### src/rtl/output_drain_streamer.sv
// output_drain_streamer
//
// Reads rows out of a bank of NUM_BRAMS accumulation BRAMs and streams them as
// AXI-Stream beats. Each row is read with one shared address, captured into a
// row buffer, and sent one lane per beat, lane 0 first.
//
// Optional feature: define DRAIN_RELU_EN to clamp negative captured samples to 0.
//
// Ports:
//   clk, rst_n          clock, asynchronous active-low reset
//   start, num_words    begin a drain of num_words rows (sampled in idle only)
//   busy, done          drain in progress / single-cycle completion pulse
//   ext_read_mode       selects external read port of the accumulation BRAMs
//   ext_read_addr_flat  row address replicated in every lane field
//   ext_read_data_flat  lane data, valid one cycle after the address
//   m_axis_*            AXI-Stream master (tdata, tvalid, tready, tlast)
module output_drain_streamer #(
  parameter int unsigned DW        = 16,
  parameter int unsigned NUM_BRAMS = 16,
  parameter int unsigned O_ADDR_W  = 9
) (
  input  logic                          clk,
  input  logic                          rst_n,
  input  logic                          start,
  input  logic [O_ADDR_W:0]             num_words,
  output logic                          busy,
  output logic                          done,
  output logic                          ext_read_mode,
  output logic [NUM_BRAMS*O_ADDR_W-1:0] ext_read_addr_flat,
  input  logic [NUM_BRAMS*DW-1:0]       ext_read_data_flat,
  output logic [DW-1:0]                 m_axis_tdata,
  output logic                          m_axis_tvalid,
  input  logic                          m_axis_tready,
  output logic                          m_axis_tlast
);

  localparam int unsigned LaneW = (NUM_BRAMS > 1) ? $clog2(NUM_BRAMS) : 1;
  localparam logic [LaneW-1:0] LastLane = LaneW'(NUM_BRAMS - 1);

  typedef enum logic [2:0] {
    StIdle,
    StRead,
    StWait,
    StSend,
    StDone
  } state_e;

  state_e state_q, state_d;

  // Row counter and length are one bit wider than the address so that a full
  // 2^O_ADDR_W-row drain terminates without wrapping.
  logic [O_ADDR_W:0] num_words_q, num_words_d;
  logic [O_ADDR_W:0] row_q, row_d;
  logic [LaneW-1:0]  lane_q, lane_d;
  logic [DW-1:0]     row_buf_q [NUM_BRAMS];

  logic beat_fire;
  logic last_lane;
  logic last_row;

  assign beat_fire = (state_q == StSend) && m_axis_tready;
  assign last_lane = (lane_q == LastLane);
  assign last_row  = ((row_q + 1'b1) == num_words_q);

  // State and counters.
  always_ff @(posedge clk or negedge rst_n) begin
    if (!rst_n) begin
      state_q     <= StIdle;
      num_words_q <= '0;
      row_q       <= '0;
      lane_q      <= '0;
    end else begin
      state_q     <= state_d;
      num_words_q <= num_words_d;
      row_q       <= row_d;
      lane_q      <= lane_d;
    end
  end

  // Row buffer: all lanes are captured at the end of the wait cycle, when the
  // BRAM data for the address presented in the read cycle is valid.
  always_ff @(posedge clk or negedge rst_n) begin
    if (!rst_n) begin
      for (int l = 0; l < int'(NUM_BRAMS); l++) begin
        row_buf_q[l] <= '0;
      end
    end else if (state_q == StWait) begin
      for (int l = 0; l < int'(NUM_BRAMS); l++) begin
`ifdef DRAIN_RELU_EN
        row_buf_q[l] <= ext_read_data_flat[l*DW + DW - 1] ? '0 : ext_read_data_flat[l*DW +: DW];
`else
        row_buf_q[l] <= ext_read_data_flat[l*DW +: DW];
`endif
      end
    end
  end

  // Next-state logic.
  always_comb begin
    state_d     = state_q;
    num_words_d = num_words_q;
    row_d       = row_q;
    lane_d      = lane_q;

    unique case (state_q)
      StIdle: begin
        if (start) begin
          num_words_d = num_words;
          row_d       = '0;
          lane_d      = '0;
          state_d     = (num_words == '0) ? StDone : StRead;
        end
      end
      StRead: begin
        state_d = StWait;
      end
      StWait: begin
        lane_d  = '0;
        state_d = StSend;
      end
      StSend: begin
        if (beat_fire) begin
          if (last_lane) begin
            lane_d = '0;
            if (last_row) begin
              state_d = StDone;
            end else begin
              row_d   = row_q + 1'b1;
              state_d = StRead;
            end
          end else begin
            lane_d = lane_q + 1'b1;
          end
        end
      end
      StDone: begin
        state_d = StIdle;
      end
      default: begin
        state_d = StIdle;
      end
    endcase
  end

  // Outputs decode straight from the state register so that an asynchronous
  // reset clears them in the same cycle.
  always_comb begin
    busy          = 1'b0;
    done          = 1'b0;
    ext_read_mode = 1'b0;
    m_axis_tvalid = 1'b0;
    m_axis_tlast  = 1'b0;
    m_axis_tdata  = '0;

    unique case (state_q)
      StRead, StWait: begin
        busy          = 1'b1;
        ext_read_mode = 1'b1;
      end
      StSend: begin
        busy          = 1'b1;
        ext_read_mode = 1'b1;
        m_axis_tvalid = 1'b1;
        m_axis_tdata  = row_buf_q[lane_q];
        m_axis_tlast  = last_lane && last_row;
      end
      StDone: begin
        busy = 1'b1;
        done = 1'b1;
      end
      default: begin
      end
    endcase
  end

  // Address is forced to zero whenever the external read port is deselected.
  always_comb begin
    ext_read_addr_flat = '0;
    if (ext_read_mode) begin
      for (int l = 0; l < int'(NUM_BRAMS); l++) begin
        ext_read_addr_flat[l*O_ADDR_W +: O_ADDR_W] = row_q[O_ADDR_W-1:0];
      end
    end
  end

endmodule
### config.mk
export PLATFORM = sky130hd
export DESIGN_NAME = output_drain_streamer
export DESIGN_NICKNAME = d
export VERILOG_FILES = /design/src/rtl/output_drain_streamer.sv
export SDC_FILE = /design/constraint.sdc
export NUM_CORES = 1
export LEC_CHECK = 0
export CAP_MARGIN = 20
export CORE_MARGIN = 3
export CORE_UTILIZATION = 50
export DETAILED_ROUTE_END_ITERATION = 6
export DONT_BUFFER_PORTS = 1
export GPL_TIMING_DRIVEN = 0
export PLACE_DENSITY = 0.65
export SLEW_MARGIN = 40
export SYNTH_ARGS = -nofsm -noshare
export SYNTH_HDL_FRONTEND = slang
export SYNTH_SLANG_ARGS = --single-unit
### constraint.sdc
create_clock -name clk -period 3.2 [get_ports clk]
set_input_delay 0.64 -clock clk [delete_from_list [all_inputs] [get_ports clk]]
set_output_delay 0.64 -clock clk [all_outputs]
set_load 0.1 [all_outputs]
==> reports/qor.txt <==
Status - finished, violations left
Failing checks - negative hold slack, negative setup slack
Number of port buffers - 0
Max-capacitance violation count - 0
Post-layout power - 0.0203 W
Core area - 27900 µm²
Worst Max-Slew Pin Slew - 806 ps
R2r setup slk - 620 ps
Clock Pin Slew Worst Setup and Hold Paths - 60 ps
Yosys cell types - 49
EDFF count, synth - 0
Power per cell area - 1220 nW/µm²
Rows - 61
Routing usage on met1 - 30.9%
Kind of start point of the critical path - flop
Reg-to-Reg Start - state_q[2]
Fin crit share - 103%
Vias in the first global route - 8881
RR Endpoint - row_buf_q[189]
Global-route wire length before repair - 60100 µm
Top FF cell, synth - dfrtp_1
TritonCTS Buffers - 31
Layout area overhead - 17.3%
Max-slew violation count - 0
Final hold vios - 283
CTS sink cnt - 283
Remaining antenna violation count - 0
Hold/Removal Path Class - input port to async pin
DIE HEIGHT - 174 µm
DR WL/cell - 28.5 µm
Async set-reset flop share out of synthesis - 100%
#FFs+latches synth - 283
Post-DP HPWL - 30600 µm
Routed Wire Length - 41900 µm
Synth warn - 0
Post-route setup slack - -105 ps
Syn_nets - 1269
Post-route insts no fill - 1471
Cell leakage power - 7.03 nW
Starting DRT DRC Count - 510
Worst hold margin - -219 ps
Initial Util - 50.9%
Placed Instances - 1379
Avg Synthesized Cell Area - 14.2 µm²
CTS H-tree depth - 1
GPL Wtd Cong - 0.837
Relative slew margins - 46.1%
Synthesized instance count - 997
Crit path time final - 3310 ps
1st-pass router iterations - 4
CTS tree - done
Boundary Pins - 435
Final nets - 1337
Fmax - 0.303 GHz
Seq/Total Area, Yosys - 50.0%
Crit Path Class - flop to primary output
Met2 Use GR - 47.0%
Mean number of vias per cell - 5.85
GRT met3 Usage - 10.4%
Clk_lat worst skew - 560 ps
Setup Skew - 19.6 ps
GRT Total Usage - 26.8%
Mapped cell area - 14200 µm²
Final setup vio count - 16
Clock Tree Buf Depth - 3
Residual DRC - 0
RSZ-0062 raised after global routing - true
Grt total ovfl - 0
Worst vdd ir - 0.000643 V
Die width - 174 µm
Crit end category - primary output
Share of post-route cells with drive strength above 1 - 61.3%
Initial antenna violation count - 26
R2R cell count - 5
WP data required - 2560 ps
Vias - 8600
Arr. time, crit path - 2670 ps
Clk root buf - clkbuf_16
Crit-path max FO - 10
Most used routing layer - met2
Die area - 30400 µm²
Largest net degree at the start of global routing - 284
==> synth_stat cells (all sizes together) (3+ instances only) <==
library cell / count / share of area [%]
mux2: 256 / 20
mux4: 80 / 13
xor2: 5 / 0.31
nor2: 10 / 0.26
xnor2: 9 / 0.56
inv: 4 / 0.11
nor3: 3 / 0.11
o311ai: 5 / 0.31
and2: 27 / 1.2
buf: 169 / 8.4
nand3: 9 / 0.35
a21oi: 3 / 0.13
o21ai: 8 / 0.28
nor4: 4 / 0.18
clkbuf: 26 / 0.69
dfrtp: 283 / 50
nand4: 6 / 0.26
a21o: 4 / 0.21
or2: 4 / 0.18
or4: 3 / 0.16
nand2: 46 / 1.2
o31ai: 6 / 0.32
==> cell type report <==
class | instances | area, µm²
timing repair buffer | 25 | 318
sequential | 283 | 7100
buffer | 191 | 1660
clock inverter | 7 | 63.8
antenna | 8 | 20.0
tap | 378 | 473
inverter | 4 | 15.0
multi-input combinational | 529 | 6090
clock buffer | 46 | 892
fill | 2112 | 11200
==> kinds of logic (layout without fill, tap and decap cells) <==
| logic type | after synthesis | in the layout | share of synthesized area [%] |
|---|---|---|---|
| flip-flops | 283 | 283 | 50.0 |
| multiplexers | 336 | 336 | 33.1 |
| AO/OA/AOI/OAI | 40 | 40 | 2.13 |
| AND/OR/NAND/NOR | 122 | 136 | 4.46 |
| other | 0 | 8 | 0 |
| buffers and inverters | 199 | 273 | 9.20 |
| XOR/XNOR | 15 | 15 | 1.02 |
| adder cells (fa/ha/maj) | 2 | 2 | 0.177 |
==> metrics by stage <==
step | util, % | hold WS (ps) | instance area, µm² | setup TNS, ps | setup slack [ps]
final | 59.7 | -219 | 16600 | -875 | -105
after global placement | 52.8 | 353 | 14700 | -19460 | -625
after floorplan | - | 344 | 14200 | 0 | 108
after detailed placement | 53.2 | 355 | 14800 | -26970 | -622
after global routing | 59.7 | -244 | 16600 | -2150 | -152
after CTS | 59.1 | -237 | 16500 | -1310 | -105
==> worst max-delay path by stage <==
stage,start,endpoint,slack [ps]
2_1_floorplan,lane_q[0],m_axis_tdata[0],110
3_3_place_gp,lane_q[1],m_axis_tdata[7],-630
3_5_place_dp,lane_q[1],m_axis_tdata[7],-620
4_1_cts,lane_q[0],m_axis_tdata[7],-110
5_1_grt,lane_q[0],m_axis_tdata[9],-150
6_report,lane_q[0],m_axis_tdata[7],-110
==> metal layers <==
metal	wire, µm	vias to the layer above
met5	231	-
met4	916	34
met3	3800	83
met2	21900	348
met1	15000	4471
li1	-	3664
==> report_power, final <==
| group | leakage [nW] | internal (W) | switching [W] |
|---|---|---|---|
| clock network | 0.474 | 0.00198 | 0.00141 |
| logic | 3.20 | 0.00442 | 0.00629 |
| registers | 3.36 | 0.00531 | 0.000913 |
==> placed cells by master (no fill, tap or decap), types with 5 or more instances in the layout <==
cell type | netlist | layout
dfrtp_1 | 283 | 273
mux2_2 | 256 | 256
buf_4 | 136 | 128
mux4_2 | 80 | 80
nand2_1 | 46 | 46
clkbuf_16 | 0 | 38
buf_2 | 31 | 27
and2_4 | 0 | 24
buf_6 | 1 | 18
clkbuf_1 | 26 | 15
buf_12 | 0 | 15
and2_2 | 0 | 11
clkbuf_8 | 0 | 10
dfrtp_2 | 0 | 9
diode_2 | 0 | 8
clkbuf_2 | 0 | 6
nand3_1 | 8 | 6
nand4_1 | 6 | 6
o31ai_1 | 6 | 6
nor2_1 | 10 | 6
o21ai_0 | 6 | 6
xor2_1 | 5 | 5
xnor2_1 | 9 | 5
o311ai_1 | 5 | 5
clkinv_2 | 0 | 5
==> state kept, by name (all words and copies together) (netlist names) <==
register and count:
state_q 3, row_buf_q 256, lane_q 4, row_q 10, num_words_q 10
==> timing repair <==
action                                  CTS  global route
cloned                                   16             1
pin swaps                                21             8
hold endpoints to repair                283           283
gates resized for setup                 134            15
endpoints found under the setup margin  146            34
buffers inserted                         15             3
==> critical path: stages (launching register included) <==
cell and delay (ps):
dfrtp_2 430, buf_12 150, clkbuf_16 190, mux4_2 580
mux4_2 480, and2_4 260
No activity file was read; power rests on OpenSTA's default activity.
